<file path="src/rtl/button_repeat_debouncer_pkg.sv">
// button_repeat_debouncer_pkg: shared FSM encoding and default sizing for the multi-channel button debouncer.
package button_repeat_debouncer_pkg;
  typedef enum logic [1:0] {
    IDLE = 2'd0,
    ARM  = 2'd1,
    HOLD = 2'd2
  } deb_state_e;
  localparam int DEB_N_CH = 5;
  localparam int DEB_CNT_W = 7;
endpackage

</file>
<file path="src/rtl/button_repeat_channel.sv">
// button_repeat_channel: one button's synchroniser, IDLE/ARM/HOLD FSM, hold counter and pulse register.
// Auto-repeat in HOLD exists only when DEBOUNCE_REPEAT_EN is defined.
module button_repeat_channel
  import button_repeat_debouncer_pkg::*;
#(
  parameter int CNT_W = DEB_CNT_W
) (
  input  logic             logicclk,
  input  logic             clr,
  input  logic             btn,
  input  logic [CNT_W-1:0] t,
  input  logic [CNT_W-1:0] r,
  output logic             pulse,
  output logic             held
);
  localparam logic [CNT_W-1:0] ONE = CNT_W'(1);
  logic [1:0] sync;
  logic btn_s;
  deb_state_e state, state_n;
  logic [CNT_W-1:0] cnt, cnt_n, t_eff;
  logic pulse_n;
  assign btn_s = sync[1];
  assign t_eff = (t == '0) ? ONE : t;
  assign held = state == HOLD;
`ifdef DEBOUNCE_REPEAT_EN
  logic [CNT_W-1:0] r_last;
  assign r_last = (r == '0) ? '0 : r - ONE;
`else
  logic unused_r;
  assign unused_r = ^r;
`endif
  // thresholds use >= so a live drop of t or r fires on the next edge instead of wrapping
  always_comb begin
    state_n = state;
    cnt_n = cnt;
    pulse_n = 1'b0;
    case (state)
      IDLE: begin
        state_n = btn_s ? ARM : IDLE;
        cnt_n = btn_s ? ONE : '0;
      end
      ARM: begin
        if (!btn_s) begin
          state_n = IDLE;
          cnt_n = '0;
        end else if (cnt >= t_eff) begin
          pulse_n = 1'b1;
          state_n = HOLD;
          cnt_n = '0;
        end else begin
          cnt_n = cnt + ONE;
        end
      end
      HOLD: begin
        if (!btn_s) begin
          state_n = IDLE;
          cnt_n = '0;
`ifdef DEBOUNCE_REPEAT_EN
        end else if (cnt >= r_last) begin
          pulse_n = 1'b1;
          cnt_n = '0;
        end else begin
          cnt_n = cnt + ONE;
`endif
        end
      end
      default: begin
        state_n = IDLE;
        cnt_n = '0;
      end
    endcase
  end
  always_ff @(posedge logicclk or posedge clr) begin
    if (clr) begin
      sync <= '0;
      state <= IDLE;
      cnt <= '0;
      pulse <= 1'b0;
    end else begin
      sync <= {sync[0], btn};
      state <= state_n;
      cnt <= cnt_n;
      pulse <= pulse_n;
    end
  end
endmodule

</file>
<file path="src/rtl/button_repeat_debouncer.sv">
// button_repeat_debouncer: N_CH independent debounced buttons with hold qualification and optional
// typematic repeat (DEBOUNCE_REPEAT_EN), plus OR-reduction and lowest-index priority encoder.
module button_repeat_debouncer
  import button_repeat_debouncer_pkg::*;
#(
  parameter int N_CH = DEB_N_CH,
  parameter int CNT_W = DEB_CNT_W,
  parameter int IDX_W = (N_CH > 1) ? $clog2(N_CH) : 1
) (
  input  logic             logicclk,
  input  logic             clr,
  input  logic [N_CH-1:0]  button,
  input  logic [CNT_W-1:0] time_to_first_press,
  input  logic [CNT_W-1:0] repeat_interval,
  output logic [N_CH-1:0]  press_pulse,
  output logic [N_CH-1:0]  held,
  output logic             any_pulse,
  output logic [IDX_W-1:0] press_idx
);
  for (genvar i = 0; i < N_CH; i++) begin : g_ch
    button_repeat_channel #(.CNT_W(CNT_W)) u_ch (
      .logicclk(logicclk),
      .clr(clr),
      .btn(button[i]),
      .t(time_to_first_press),
      .r(repeat_interval),
      .pulse(press_pulse[i]),
      .held(held[i])
    );
  end
  assign any_pulse = |press_pulse;
  // scan downward so the lowest set bit is the last to write
  always_comb begin
    press_idx = '0;
    for (int i = N_CH - 1; i >= 0; i--) press_idx = press_pulse[i] ? IDX_W'(i) : press_idx;
  end
endmodule

</file>
<file path="config.mk">
export PLATFORM = sky130hd
export DESIGN_NAME = button_repeat_debouncer
export DESIGN_NICKNAME = d
export VERILOG_FILES = /design/src/rtl/button_repeat_debouncer_pkg.sv /design/src/rtl/button_repeat_channel.sv /design/src/rtl/button_repeat_debouncer.sv
export SDC_FILE = /design/constraint.sdc
export NUM_CORES = 1
export LEC_CHECK = 0
export CORE_MARGIN = 1
export CORE_UTILIZATION = 40
export DETAILED_ROUTE_END_ITERATION = 8
export PLACE_DENSITY_LB_ADDON = 0.12
export RECOVER_POWER = 25
export SLEW_MARGIN = 25
export SYNTH_ARGS = -nofsm -noshare
export SYNTH_HDL_FRONTEND = slang
export SYNTH_HIERARCHICAL = 1
export SYNTH_SLANG_ARGS = --single-unit
</file>
<file path="constraint.sdc">
create_clock -name logicclk -period 1.5 [get_ports logicclk]
set_input_delay 0.225 -clock logicclk [delete_from_list [all_inputs] [get_ports logicclk]]
set_output_delay 0.225 -clock logicclk [all_outputs]
set_load 0.01 [all_outputs]
</file>
# [After elaboration in Yosys (flattened, before gate mapping)]
# Index checks and enable logic that the tools add are counted.
# Widths: inputs -> output; s select.
[op_classes] n_addsub=5 magnitude_cmp=5 n_eq_ne=20 muxes=71 reduce_logical=12
[ops] operator="$mux 7" count=16
[ops] operator="$pmux 7 s3" count=5
[ops] operator="$add 7x1->7 const B" count=5
[ops] operator="$ge 7x7->1" count=5
[ops] operator="$mux 2" count=15
[ops] operator="$pmux 2 s3" count=5
[ops] operator="$mux 1" count=25
[ops] operator="$mux 3" count=5
[ops] operator="$ne 3x3->1 const B" count=5
[ops] operator="$eq 2x1->1 const B" count=5
[ops] operator="$eq 2x2->1 const B" count=5
[ops] operator="$logic_not 2->1" count=5
[ops] operator="$ne 2x2->1 const B" count=5
[ops] operator="$reduce_and 2->1" count=5
[ops] operator="$logic_not 7->1" count=1
[ops] operator="$reduce_or 5->1" count=1
[totals] regBits=60 output_inout_bits=14 elab_cells=133

# [Depth between registers and ports, before layout]
[logic_depth] depth_word=6 depth_mapped=9 depth_no_buf=8

# [Hierarchy]
# Netlist, hierarchy kept.
[modules_own_cells] mod="button_repeat_channel" instances=5 cells_each=75 area_per_inst_um2=708.2 seq_area_each_um2=300.3
[modules_own_cells] mod="button_repeat_debouncer" instances=1 cells_each=8 area_per_inst_um2=48.8 seq_area_each_um2=0.0

# [Worst setup path before layout]
# No wires, ideal clock.
[synth_path] path_type="input to register" from="input time_to_first_press[1]" to="register g_ch[0].u_ch.cnt[2]" setup_ns=0.082 arrival_ns=1.650 required_time_ns=1.418 setup_slack_ns=-0.232 stages=9 path_cell_list="nor4_1 a31o_2 ha_1 nand2b_1 a31oi_1 o211a_1 buf_6 nand2b_1 a31oi_1"
[synth_via] elab_chain_len=6
[synth_rtl] element="start, declared" line="button_repeat_debouncer.sv:13" source="input logic [CNT_W-1:0] time_to_first_press,"
[synth_rtl] element="$logic_not 7->1" line="button_repeat_channel.sv:23" source="assign t_eff = (t == '0) ? ONE : t;"
[synth_rtl] element="$mux 7 *" line="button_repeat_channel.sv:23"
[synth_rtl] element="$ge 7x7->1 *" line="button_repeat_channel.sv:46" source="end else if (cnt >= t_eff) begin"
[synth_rtl] element="$mux 7 *" line="button_repeat_channel.sv:46"
[synth_rtl] element="$mux 7 *" line="button_repeat_channel.sv:43" source="if (!btn_s) begin"
[synth_rtl] element="$pmux 7 s3 *" line="button_repeat_channel.sv:37" source="case (state)"
[synth_rtl] element="end signal, assigned" line="button_repeat_channel.sv:82" source="cnt <= cnt_n;"
[synth_rtl] element="end, declared" line="button_repeat_channel.sv:20" source="logic [CNT_W-1:0] cnt, cnt_n, t_eff;"
# Every way passes the cells marked *; elsewhere a longest branch is shown, timed or not.
# A chain may end at the register's enable or synchronous reset.

# [Worst setup path in the final report]
[layout_path] from="register g_ch[2].u_ch.cnt[6]" to="register g_ch[2].u_ch.cnt[5]"
[layout_via] elab_chain_len=4
[layout_rtl] element="start, declared" line="button_repeat_channel.sv:20"
[layout_rtl] element="start signal, assigned" line="button_repeat_channel.sv:82"
[layout_rtl] element="$ge 7x7->1" line="button_repeat_channel.sv:46"
[layout_rtl] element="$mux 7" line="button_repeat_channel.sv:46"
[layout_rtl] element="$mux 7" line="button_repeat_channel.sv:43"
[layout_rtl] element="$pmux 7 s3" line="button_repeat_channel.sv:37"
# Every way passes these cells.

==> flow_metrics.tcl <==
set metrics [dict create \
    fillers 692 \
    cts.clk_slew.worst_paths_ns 0.07 \
    cp_max_fo 5 \
    grtUsageTotal_pct 21.8 \
    gr-usage-met2_pct 36.9 \
    ys_warn_count 6 \
    finClkSkew_ns 0.0114 \
    rsz0062_at_grt "yes" \
    drive_gt1_share_pct 46.0 \
    yosysMostFrequentCell "dfrtp_1" \
    yosys.cell_types.count 26 \
    antenna_found_initial 0 \
    row_count 34 \
    startpoint "g_ch[2].u_ch/cnt[6]" \
    wirelength_mm 9.61 \
    fin_util_pct 65.0 \
    crit_chain "ha_4, nand4_1, o211a_4, buf_6, a22o_1" \
    wl_per_cell_um 15.4 \
    vdd_drop_max_mv 0.603 \
    cts-root-buf "clkbuf_8" \
    drtIter0Drc 139 \
    cp.arrival_ns 1.94 \
    min_path_type "flop to flop" \
    grt_pass1_vias 3479 \
    critical-path-top-delay-family "compound AO/OA/AOI/OAI gates" \
    ys_dominant_reg_cell "dfrtp_1" \
    cpMaxStageDelayCell "dfrtp_1" \
    drc 0 \
    syn_area_mm2 0.00359 \
    cp.required_ns 1.74 \
    synth_top_cell_by_area "dfrtp_1" \
    synth_top_family_by_area "compound AO/OA/AOI/OAI gates" \
    fin_ws_ns -0.198 \
    crit_type "flop to flop" \
    die-area_mm2 0.00936 \
    crit_path_end_kind "flop" \
    setup_viol 42 \
    ios 35 \
    synth-async-reset-ratio_pct 100 \
    cp_slowest_stage_delay_ns 0.41 \
    powerDensity_mw_per_mm2 823 \
    htreeDepth 3 \
    synthMuxAreaShare_pct 0 \
    fin_cells 625 \
    numCtsBuffers 9 \
    avgViaCountPerCell 5.33 \
    cap_violations 0 \
    hpwl_mm 6.33 \
    design_area_mm2 0.00567 \
    dp.cells 590 \
    gp_congestion 0.834 \
    holdCritStartpoint "g_ch[2].u_ch/sync[0]" \
    synth_nets 444 \
    fin_nets 573 \
    synth_common_cells "dfrtp_1 (60), inv_1 (51), ha_1 (40), a21oi_1 (36), nand2b_1 (27)" \
    violations "negative setup slack" \
    synth_compound_area_share_pct 18.4 \
    coreArea_mm2 0.00872 \
    die_h_um 96.7 \
    grt_pass1_wl_mm 16.5 \
    grtUsageMet1_pct 28.0 \
    grt_max_degree 13 \
    die_w_um 96.7 \
    synth-seq-cells 60 \
    avgSynthCellArea_um2 9.37 \
    cts-hold-fix-buffers 0 \
    holdWs_ns 0.337 \
    reg2reg_from "g_ch[2].u_ch/cnt[6]" \
    p_leak_nw 2.70 \
    io_buffers 27 \
    antennaDiodeCount 0 \
    synth_cells 383 \
    yosysSeqAreaShare_pct 41.8 \
    synthXorXnorAreaFrac_pct 1.22 \
    cts_sinks 60 \
    synthSimpleGateAreaFrac_pct 17.7 \
    synth_edf_count 0 \
    dr_total_vias 3329 \
    worst_slew_pin_slew_ns 0.705 \
    status "complete, but fails checks" \
    overflow 0 \
    dp_slack_ns -1.06 \
    worst-path-buf-inv 1 \
    synth_area_leaders "dfrtp_1 (42%), ha_1 (14%), inv_1 (5.3%)" \
    postRouteAntennaNets 0 \
    busiest_layer "met2" \
    min_period_ns 1.70 \
    finalHoldViolations 0 \
    max_freq_mhz 589 \
    grtUsageMet3_pct 3.97 \
    cts_buffer_depth 2 \
    synth_fa_ha_area_share_pct 13.9 \
    place_area_mm2 0.00465 \
    slew_headroom_pct 53.0 \
    cts_tree "done" \
    clkLatencyLatePin_ns 0.35 \
    critPathLaunchType "flop" \
    dr.pass1.iters 4 \
    drv_slew 0 \
    period_share_pct 113 \
    start_util_pct 41.2 \
    syn_to_final_growth_pct 57.9 \
    yosysTopAreaCellShare_pct 41.8 \
]
-- worst paths after layout --
check                                        to  slack (ns)  depth (start not counted)
hold reg to reg            g_ch[2].u_ch/sync[1]        0.34                          0
setup / recovery            g_ch[2].u_ch/cnt[5]       -0.20                          5
min in group asynchronous    g_ch[2].u_ch/pulse        0.40                          2
setup reg to reg            g_ch[2].u_ch/cnt[5]       -0.20                          5
max in group asynchronous   g_ch[3].u_ch/cnt[2]        0.35                          3
hold / removal             g_ch[2].u_ch/sync[1]        0.34                          0
-- power breakdown --
group	switching [mW]	internal, mW	leakage [nW]	total [mW]
Combinational	0.642	0.696	1.81	1.34
Clock	0.642	0.852	0.102	1.49
Sequential	0.100	1.73	0.786	1.83
-- stage by stage --
step	total power [mW]	setup TNS (ns)
2_1_floorplan	2.26	-4.07
3_3_place_gp	2.66	-44.69
3_5_place_dp	2.69	-47.27
4_1_cts	4.59	-4.23
5_1_grt	4.92	-6.05
6_report	4.66	-3.01
-- worst register-to-register path: cells and delay by family, from the launching register on --
kind	cells	cell delay, ns
compound gates	2	0.53
fa+ha+maj	1	0.29
buf+inv	1	0.12
flops	1	0.41
simple gates	1	0.24
-- metal layers --
metal  routed length (um)  vias to the layer above
li1                     -                     1634
met1                 4420                     1626
met2                 4780                       58
met3                  260                       11
met4                  150                        0
met5                    0                        -
-- cell type report --
type	instances	area [um2]	share of cell area, %
inverters	51	191	3.38
well taps	108	135	2.38
multi-input cells	272	2640	46.7
flip-flops and latches	60	1510	26.6
clock buffers	12	155	2.74
clock inverters	4	47.5	0.839
repair buffers	118	988	17.4
-- sequential cells by signal, summed over array words and instances (netlist names) --
register and flops:
g_ch.u_ch/sync 10, g_ch.u_ch/pulse 5, g_ch.u_ch/state 10, g_ch.u_ch/cnt 35
-- cells by family after synthesis --
group,after synthesis
AND/OR/NAND/NOR,116
XOR/XNOR,5
adder cells (fa/ha/maj),40
flip-flops,60
AO/OA/AOI/OAI,106
buffers and inverters,56
-- what timing repair did --
action,CTS,global route
setup buffers,13,10
pin swaps,62,52
gates cloned,5,0
endpoints found under the setup margin,64,56
gates resized for setup,151,51
-- cell usage in the layout (no fill, tap or decap), drive strengths merged --
cell type / count
buf: 100
dfrtp: 60
inv: 51
ha: 40
a21oi: 36
nand2b: 27
nand2: 25
a31oi: 20
o21ai: 20
clkbuf: 15
and3: 15
nor2: 11
o211a: 10
a22o: 10
nand3: 10
dlygate4sd2: 9
nor4: 6
and2: 6
dlygate4sd3: 6
nor3: 6
a21o: 5
nand4: 5
xnor2: 5
o21a: 5
nor2b: 5
a31o: 5
clkinv: 2
clkinvlp: 1
bufinv: 1
Power figures use the tool's default switching activity.
